**src/rtl/uart_tx_ctrl_if.sv**
```systemverilog
// Parallel-word / serial-line bundle for uart_tx_ctrl.
// master = word source and line observer, slave = the transmit controller.
interface uart_tx_ctrl_if #(
  parameter int unsigned WIDTH = 8
);
  logic [WIDTH-1:0] P_DATA;
  logic             DATA_VALID;
  logic             PAR_EN;
  logic             PAR_TYP;
  logic             TX_OUT;
  logic             BUSY;

  modport master (
    output P_DATA, DATA_VALID, PAR_EN, PAR_TYP,
    input  TX_OUT, BUSY
  );

  modport slave (
    input  P_DATA, DATA_VALID, PAR_EN, PAR_TYP,
    output TX_OUT, BUSY
  );
endinterface

```
**src/rtl/uart_tx_ctrl.sv**
```systemverilog
// UART transmit frame controller: start, LSB-first data, optional parity, stop.
// Define UART_TX_TWO_STOP_EN to transmit two stop bits instead of one.
module uart_tx_ctrl #(
  parameter int unsigned WIDTH = 8
) (
  input  logic          CLK,
  input  logic          RST,
  uart_tx_ctrl_if.slave bus
);

  localparam int unsigned   CW   = $clog2(WIDTH);
  localparam logic [CW-1:0] LAST = CW'(WIDTH - 1);

  typedef enum logic [2:0] {
    IDLE   = 3'd0,
    START  = 3'd1,
    DATA   = 3'd2,
    PARITY = 3'd3,
    STOP   = 3'd4
  } state_t;

  state_t           state_q, state_n;
  logic [WIDTH-1:0] data_q, data_n;
  logic [CW-1:0]    cnt_q, cnt_n, cnt_inc;
  logic             par_en_q, par_en_n;
  logic             par_typ_q, par_typ_n;
  logic             tx_q, tx_n;
  logic             busy_q, busy_n;
  logic             par_bit;
`ifdef UART_TX_TWO_STOP_EN
  logic             stop_q, stop_n;
`endif

  assign cnt_inc    = cnt_q + CW'(1);
  assign par_bit    = par_typ_q ^ (^data_q);
  assign bus.TX_OUT = tx_q;
  assign bus.BUSY   = busy_q;

  always_ff @(posedge CLK or negedge RST) begin
    if (!RST) begin
      state_q   <= IDLE;
      data_q    <= '0;
      cnt_q     <= '0;
      par_en_q  <= 1'b0;
      par_typ_q <= 1'b0;
      tx_q      <= 1'b1;
      busy_q    <= 1'b0;
`ifdef UART_TX_TWO_STOP_EN
      stop_q    <= 1'b0;
`endif
    end else begin
      state_q   <= state_n;
      data_q    <= data_n;
      cnt_q     <= cnt_n;
      par_en_q  <= par_en_n;
      par_typ_q <= par_typ_n;
      tx_q      <= tx_n;
      busy_q    <= busy_n;
`ifdef UART_TX_TWO_STOP_EN
      stop_q    <= stop_n;
`endif
    end
  end

  // Outputs are registered, so each branch computes the line level of the
  // state being entered rather than the current one.
  always_comb begin
    state_n   = state_q;
    data_n    = data_q;
    cnt_n     = cnt_q;
    par_en_n  = par_en_q;
    par_typ_n = par_typ_q;
    tx_n      = 1'b1;
    busy_n    = 1'b1;
`ifdef UART_TX_TWO_STOP_EN
    stop_n    = stop_q;
`endif
    case (state_q)
      IDLE: begin
        if (bus.DATA_VALID) begin
          state_n   = START;
          data_n    = bus.P_DATA;
          par_en_n  = bus.PAR_EN;
          par_typ_n = bus.PAR_TYP;
          tx_n      = 1'b0;
        end else begin
          busy_n = 1'b0;
        end
      end
      START: begin
        state_n = DATA;
        cnt_n   = '0;
        tx_n    = data_q[0];
      end
      DATA: begin
        if (cnt_q == LAST) begin
          cnt_n = '0;
          if (par_en_q) begin
            state_n = PARITY;
            tx_n    = par_bit;
          end else begin
            state_n = STOP;
          end
        end else begin
          cnt_n = cnt_inc;
          tx_n  = data_q[cnt_inc];
        end
      end
      PARITY: begin
        state_n = STOP;
      end
      STOP: begin
`ifdef UART_TX_TWO_STOP_EN
        if (!stop_q) begin
          stop_n = 1'b1;
        end else begin
          stop_n  = 1'b0;
          state_n = IDLE;
          busy_n  = 1'b0;
        end
`else
        state_n = IDLE;
        busy_n  = 1'b0;
`endif
      end
      default: begin
        state_n = IDLE;
        cnt_n   = '0;
        busy_n  = 1'b0;
      end
    endcase
  end

endmodule

```
**src/flat_wrapper.sv**
```systemverilog
// flat-port wrapper written by rule: the top's interface ports become plain ports
module uart_tx_ctrl_flat 
#(
  parameter int unsigned WIDTH = 8
)
  (CLK, RST, bus_P_DATA, bus_DATA_VALID, bus_PAR_EN, bus_PAR_TYP, bus_TX_OUT, bus_BUSY);
  uart_tx_ctrl_if #(.WIDTH(WIDTH)) bus_i ();
  input  logic CLK;
  input  logic RST;
  input wire logic [$bits(bus_i.P_DATA)-1:0] bus_P_DATA;
  input wire logic [$bits(bus_i.DATA_VALID)-1:0] bus_DATA_VALID;
  input wire logic [$bits(bus_i.PAR_EN)-1:0] bus_PAR_EN;
  input wire logic [$bits(bus_i.PAR_TYP)-1:0] bus_PAR_TYP;
  output wire logic [$bits(bus_i.TX_OUT)-1:0] bus_TX_OUT;
  output wire logic [$bits(bus_i.BUSY)-1:0] bus_BUSY;
  assign bus_i.P_DATA = bus_P_DATA;
  assign bus_i.DATA_VALID = bus_DATA_VALID;
  assign bus_i.PAR_EN = bus_PAR_EN;
  assign bus_i.PAR_TYP = bus_PAR_TYP;
  assign bus_TX_OUT = bus_i.TX_OUT;
  assign bus_BUSY = bus_i.BUSY;
  uart_tx_ctrl #(.WIDTH(WIDTH)) u_core (.CLK(CLK), .RST(RST), .bus(bus_i));
endmodule
```
**config.mk**
```make
export PLATFORM = sky130hd
export DESIGN_NAME = uart_tx_ctrl_flat
export DESIGN_NICKNAME = d
export VERILOG_FILES = /design/src/rtl/uart_tx_ctrl_if.sv /design/src/rtl/uart_tx_ctrl.sv /design/src/flat_wrapper.sv
export SDC_FILE = /design/constraint.sdc
export NUM_CORES = 1
export LEC_CHECK = 0
export BUFFER_PORTS_ARGS = -buffer_cell sky130_fd_sc_hd__buf_2
export CAP_MARGIN = 15
export CORE_MARGIN = 2
export CORE_UTILIZATION = 45
export CTS_BUF_LIST = sky130_fd_sc_hd__clkbuf_8
export CTS_CLUSTER_DIAMETER = 50
export DETAILED_ROUTE_END_ITERATION = 10
export HOLD_SLACK_MARGIN = 0.08
export PLACE_DENSITY_LB_ADDON = 0.2
export SETUP_SLACK_MARGIN = 0.3
export SKIP_CTS_REPAIR_TIMING = 1
export SYNTH_ARGS = -nofsm -noshare
export SYNTH_HDL_FRONTEND = slang
export SYNTH_SLANG_ARGS = --single-unit
```
**constraint.sdc**
```tcl
create_clock -name CLK -period 2.7 [get_ports CLK]
set_clock_uncertainty 0.15 [all_clocks]
set_input_delay 0.27 -clock CLK [delete_from_list [all_inputs] [get_ports CLK]]
set_output_delay 0.27 -clock CLK [all_outputs]
set_load 0.05 [all_outputs]
```
* Word level (Yosys, flattened, before mapping)
Index checks and enable logic that the tools add are counted.
** Word-level totals
- Register bits :: 18
- Output and inout bits :: 2
- Logic and storage cells :: 37
** Operators by class
- $add $sub $neg :: 1
- $lt $le $gt $ge :: 1
- Eq/ne operators :: 7
- Muxes and demuxes :: 14
- Bitwise operators :: 1
- Reductions and logical operators :: 6
** Operator list (number)
- $mux W3 :: 4
- $pmux W3 S4 :: 1
- $reduce_xor A8 Y1 :: 1
- $eq A3 B2 Y1 const B :: 2
- $eq A3 B3 Y1 const B :: 2
- $pmux W3 S2 :: 1
- $reduce_or A3 Y1 :: 2
- $mux W1 :: 5
- $lt A3 B4 Y1 const B :: 1
- $reduce_and A2 Y1 :: 2
- $add A3 B1 Y3 const B :: 1
- $bmux W1 S3 :: 1
- $eq A3 B1 Y1 const B :: 1
- $logic_not A3 Y1 :: 1
- $pmux W1 S3 :: 1
- $ne A2 B1 Y1 const B :: 1
- $ne A2 B2 Y1 const B :: 1
- $pmux W1 S2 :: 1
- $xor A1 B1 Y1 :: 1

* Longest topological paths before layout
Gate-level depths: netlist of run 1.
- Depth after elaboration :: 5
- Depth in mapped cells :: 6

* Worst setup path before layout of run 1
OpenSTA, ideal clock, no wires.
- Path kind :: register -> register
- Start :: register u_core.cnt_q[0]
- End :: register u_core.tx_q (netlist: u_core.bus.TX_OUT)
- Setup time :: 0.089 ns
- Data arrival time :: 1.911 ns
- Data required time :: 2.461 ns
- Setup slack :: 0.550 ns
- Stages on the path, launching flop included :: 7
- Period minus slack after synthesis :: 2.150 ns
- Path through :: dfrtp_1 ha_1 ha_1 mux4_1 mux2_2 o21ai_2 o211ai_1
** Between the ends
- Longest elaborated chain between the ends :: 5
- Elaborated cells on any way between the ends :: 6
- Those cells by class :: 1 x add/sub; 1 x eq/ne; 4 x mux
** Ends and longest elaborated chain
- start: declaration :: line uart_tx_ctrl.sv:24 : logic [CW-1:0] cnt_q, cnt_n, cnt_inc;
- start signal: assignment :: line uart_tx_ctrl.sv:54 : cnt_q <= cnt_n;
- $add A3 B1 Y3 :: line uart_tx_ctrl.sv:34 : assign cnt_inc = cnt_q + CW'(1);
- $bmux W1 S3 :: line uart_tx_ctrl.sv:106 : tx_n = data_q[cnt_inc];
- $mux W1 (implied by the code) :: line uart_tx_ctrl.sv:106
- $mux W1 * :: line uart_tx_ctrl.sv:96 : if (cnt_q == LAST) begin
- $pmux W1 S3 * :: line uart_tx_ctrl.sv:78 : case (state_q)
- via u_core.tx_n :: line uart_tx_ctrl.sv:27 : logic tx_q, tx_n;
- end signal: assignment :: line uart_tx_ctrl.sv:57 : tx_q <= tx_n;
- end: declaration :: line uart_tx_ctrl.sv:27
Mark *: on every way through the listed nets, which the timed path passes. The rest lies on a longest branch. The select of a mux whose other input is x is not followed.
A chain may end at the register's enable or synchronous reset.

* Worst setup path in the final report of run 1
Same ends and word-level chain as after synthesis.

==> qor.yml, run 1 <==
syn_avg_cell_area_um2: 12.5
slew_headroom_pct: 74.0
ant_nets: 0
fin_tns_setup_ps: 0
yosys-top-cells-area: "dfrtp_1, mux2_2, mux4_1"
critical_path_class: "register to register"
drt-initial-drc-count: 7
drc: 0
status: "completed"
fmax_mhz: 449
synth_cells: 73
final_common_cell: "dfrtp_1"
dr.max_layer_used: "met4"
antenna_found_initial: 0
max_stage_delay_ps: 550
grt_setup_unrepaired: "no"
synth-seq-area-share_pct: 49.4
diodes: 0
slowest_stage: "mux4_1"
irDropWorstVdd_mv: 0.873
clkLatencyLatePin_ps: 250
via_count: 597
die_h_um: 49.1
coreArea_um2: 1940
drt-met1-wl_um: 665
dr.pass1.iters: 4
final_util_pct: 55.3
wl_met3_um: 69
path_clk_slew_ps: 70
h-tree-depth: 1
synth_fp_nets: 88
p_leak_nw: 0.484
hold_violations: 0
powerDensity_nw_per_um2: 1300
start_util_pct: 47.1
routed_wl_mm: 1.51
cts_buffers: 3
grt.total_usage_pct: 15.0
ys_types: 27
critical_path_required_ps: 2720
area_growth_pct: 17.5
num_rows: 16
path_common_cell: "ha_1"
path_cells: "ha_1 -> ha_1 -> mux4_1 -> mux2_2 -> o21ai_2 -> o211ai_1"
end_kind: "register"
cts_tree: "done"
synth_top_area_share_pct: 46.5
finalNetCount: 106
final_cell_mix: "dfrtp_1, buf_2, mux2_2, nand2_1, o21ai_0"
grt_max_degree: 19
place_hpwl_mm: 1.13
gp_congestion: 0.710
layout-drive-gt1-share_pct: 35.6
cts_buffer_depth: 2
clock_sinks: 18
crit_buf_inv: 0
io_pins: 15
ff2ff_setup_slack_ps: 470
ys_seq_elements: 18
via_per_inst: 5.10
grt_pass1_vias: 589
tightest_slew_ps: 389
path_max_fanout: 6
n_fill_cell: 186
wl_per_cell_um: 12.9
syn_area_um2: 915
cp_top_family: "multiplexers"
yosys_warnings: 0
maxCapViolCount: 0
grt_overflow: 0
io_buffers: 14
start_kind: "register"
min_period_over_period_pct: 82.5
hold_class: "input pin to register"
setup_violations: 0
cp.arrival_ps: 2250
total_power_mw: 1.40
dieWidth_um: 49.1
met2WireLength_um: 749
die_area_um2: 2410
grt_pass1_wl_mm: 2.70
slew_viol_final: 0
cts-root-buf: "clkbuf_8"
synth_top_area_cell: "dfrtp_1"
period_minus_slack_ps: 2230
==> worst min-delay path: cells and delay by family <==
kind	cells	cell delay, ps
buf+inv	1	70
compound gates	1	50
simple gates	1	30
==> state kept, by name (all words and copies together) (netlist names) <==
name               flops
u_core.state_q         3
u_core.cnt_q           3
u_core.data_q          8
u_core.par_en_q        1
u_core.bus.BUSY        1
u_core.bus.TX_OUT      1
u_core.par_typ_q       1
==> layer usage <==
metal | GRT usage (%) | up-vias
li1 | - | 294
met1 | 19.0 | 284
met2 | 24.1 | 15
met3 | 4.60 | 4
met4 | 5.71 | 0
met5 | 0 | -
==> synthesized netlist by cell type, drive strengths merged <==
library cell	n
dfrtp	17
mux2	10
o21ai	6
nand2	5
nor2	4
a21oi	3
mux2i	3
nor3	3
clkbuf	2
ha	2
mux4	2
nor3b	2
xnor2	2
a31oi	1
buf	1
dfstp	1
inv	1
nand2b	1
nand3	1
nor2b	1
o211ai	1
or2	1
xnor3	1
xor2	1
xor3	1
==> cells by family (layout without fill, tap and decap cells) <==
group	Yosys count	after routing	share of synthesized area [%]
flops	18	18	49.4
simple gates	18	18	9.58
mux	15	15	21.3
compound gates	11	11	6.84
xor+xnor	5	5	7.93
buf+inv	4	21	2.19
fa+ha+maj	2	2	2.74
==> path summary, 6_finish.rpt <==
check                                        from  cells past startpoint                 to
worst max-delay path              u_core.cnt_q[0]                      6  u_core.bus.TX_OUT
worst min-delay path                   bus_PAR_EN                      3    u_core.par_en_q
worst max register to register    u_core.cnt_q[0]                      6  u_core.bus.TX_OUT
worst min register to register  u_core.state_q[2]                      1  u_core.state_q[0]
max in group asynchronous                     RST                      2  u_core.bus.TX_OUT
min in group asynchronous                     RST                      2   u_core.data_q[2]
==> area by class of cell <==
type	instances	area, µm²	area share (%)
multi-input cells	51	443	41.2
well taps	27	33.8	3.14
clock buffers	4	55.1	5.12
repair buffers	16	87.6	8.15
inverters	1	3.75	0.349
flip-flops and latches	18	452	42.0
==> stage by stage <==
stage          worst slack [ps]  cell area, µm²  instances  hold WS (ps)
5_1_grt                     364            1070        117          81.0
4_1_cts                     468            1060        116          -205
2_1_floorplan               550             915         73          -176
6_report                    473            1070        117          67.2
3_5_place_dp                475            1010        112          71.6
3_3_place_gp                507            1010        112          66.4
==> power breakdown <==
part / switching [mW] / leakage, nW / total (mW) / internal (mW)
clock network: 0.0879 / 0.0288 / 0.217 / 0.130
logic: 0.268 / 0.238 / 0.646 / 0.378
registers: 0.131 / 0.217 / 0.533 / 0.402
(Power assumes the default switching activity.)
==> run 2, diff against run 1 <==
==> constraint.sdc (replaced) <==
create_clock -name CLK -period 1.9 [get_ports CLK]
set_clock_uncertainty 0.15 [all_clocks]
set_input_delay 0.19 -clock CLK [delete_from_list [all_inputs] [get_ports CLK]]
set_output_delay 0.19 -clock CLK [all_outputs]
set_load 0.05 [all_outputs]
==> run 2 against run 1 <==
Against the previous run:
- via count up 9.7%
- critical path type unchanged
- the flow now finishes with violations (setup timing)
- worst hold slack better by 44 ps
- highest routed layer unchanged
- die area unchanged
- clock-buffer cell count unchanged
- fmax up 8.0%
==> qor.yml, run 2 (synthesis results as in run 1) <==
status: "finished, violations left"
violations: "setup timing"
cp.arrival_ps: 2080  # -170 ps
hold_class: "input pin to register"
endpoint: "u_core.bus.TX_OUT"
cts_buffers: 3  # unchanged
ant_nets: 0  # unchanged
via_per_inst: 4.96  # -2.8%
num_rows: 16  # unchanged
area_growth_pct: 34.7
path_cells: "ha_2 -> ha_4 -> mux4_2 -> mux2_4 -> o21ai_2 -> o211ai_1"
slew_headroom_pct: 73.6  # -0.47 points
setup_violations: 1  # +1
worstReg2RegEnd: "u_core.bus.TX_OUT"
powerDensity_nw_per_um2: 1720  # +32%
slew_viol_final: 0  # unchanged
multiInputGateArea_um2: 459  # +3.7%
dr.pass1.iters: 4  # unchanged
finalNetCount: 121  # +14%
start_kind: "register"
gp_congestion: 0.710  # about the same
grt_overflow: 0  # unchanged
routed_wl_mm: 1.67  # +10%
r2r_cells: 6  # unchanged
grt_pass1_vias: 607  # +3.1%
dieWidth_um: 49.1  # unchanged
dpl-instance-area_um2: 1060  # +4.6%
die_h_um: 49.1  # unchanged
regMostFlops: "u_core.data_q"
diodes: 0  # unchanged
wl_per_cell_um: 12.6  # -2.2%
grt_pass1_wl_mm: 2.74  # +1.3%
grt_setup_unrepaired: "yes"
via_count: 655  # +9.7%
setup_ws_ps: -163  # -636 ps
h-tree-depth: 1  # unchanged
rr_startpoint: "u_core.cnt_q[1]"
seqCellArea_um2: 452  # unchanged
largest_register_ffs: 8  # unchanged
startpoint: "u_core.cnt_q[1]"
min_period_over_period_pct: 109  # +26 points
grt.total_usage_pct: 15.5  # +0.47 points
start_util_pct: 47.1  # unchanged
largestRegisters: "u_core.data_q (8), u_core.cnt_q (3), u_core.state_q (3)"
fmax_mhz: 485  # +8.0%
period_minus_slack_ps: 2060  # -164 ps
hold_violations: 0  # unchanged
io_pins: 15  # unchanged
slowest_stage: "mux4_2"
antenna_found_initial: 0  # unchanged
clkLatencyLatePin_ps: 250  # about the same
place_hpwl_mm: 1.17  # +3.0%
cp_top_family: "multiplexers"
tightest_slew_ps: 396  # +7.05 ps
critical_path_required_ps: 1920  # -800 ps
ff2ff_setup_slack_ps: -160  # -640 ps
grt_max_degree: 19  # unchanged
cts_buffer_depth: 2  # unchanged
hold_slack_ps: 112  # +44.3 ps
max_stage_delay_ps: 490  # -60 ps
io_buffers: 14  # unchanged
final_cell_mix: "dfrtp_1, buf_2, dlygate4sd3_1, mux2_2"
crit_buf_inv: 0  # unchanged
path_clk_slew_ps: 70  # about the same
path_max_fanout: 3  # -3
cts-root-buf: "clkbuf_8"
total_power_mw: 2.12  # +51%
final_common_cell: "dfrtp_1"
cts_tree: "done"
design_area_um2: 1230  # +15%
irDropWorstVdd_mv: 0.912  # +4.5%
coreArea_um2: 1940  # unchanged
final_util_pct: 63.5  # +8.1 points
die_area_um2: 2410  # unchanged
n_fill_cell: 157  # -16%
clock_sinks: 18  # unchanged
cp.depth: 6  # unchanged
hold_start: "bus_DATA_VALID"
critical_path_class: "register to register"
layout-drive-gt1-share_pct: 40.0  # +4.4 points
drt-initial-drc-count: 11  # +4
maxCapViolCount: 0  # unchanged
p_leak_nw: 0.547  # +13%
drc: 0  # unchanged
end_kind: "register"
[run 2: cell count changes in the layout (fill, tap and decap cells not counted), sizes merged]
cell / change
buf: +5
dlygate4sd3: +10
[run 2: area by class of cell]
class / instances / area share (%)
clock buffer: 4 / 4.47
inverter: 1 / 0.305
multi-input combinational: 51 / 37.3
sequential: 18 / 36.6
tap: 27 / 2.74
timing repair buffer: 31 / 18.6
[run 2: per-stage QoR]
stage                     std cells  worst slack (ps)  setup TNS [ps]
after CTS                       120              -166            -166
after global routing            132              -217            -217
after floorplan                  73              -152            -152
after global placement          116              -121            -121
final                           132              -163            -163
after detailed placement        116              -155            -155
[run 2: layer usage]
metal  GRT usage (%)  vias to the layer above  wire length (µm)
li1                -                      326                 -
met1            19.6                      316               770
met2            24.3                       11               834
met3            3.99                        2                49
met4            8.10                        0                11
met5               0                        -                 0
[run 2: worst min-delay path, cell delays in order]
cell and delay [ps]:
buf_2 90, nor3_1 40, nor2_1 130
[run 2: worst min-delay path by stage]
stage	to	cells past startpoint
2_1_floorplan	u_core.bus.BUSY	0
3_3_place_gp	u_core.data_q[2]	1
3_5_place_dp	u_core.data_q[2]	1
6_report	u_core.bus.BUSY	3
4_1_cts	u_core.data_q[2]	1
5_1_grt	u_core.bus.BUSY	3
[run 2: report_power, final]
| part | switching, mW | total (mW) | internal (mW) |
|---|---|---|---|
| registers | 0.141 | 0.713 | 0.572 |
| logic | 0.446 | 1.09 | 0.648 |
| clock network | 0.124 | 0.308 | 0.184 |
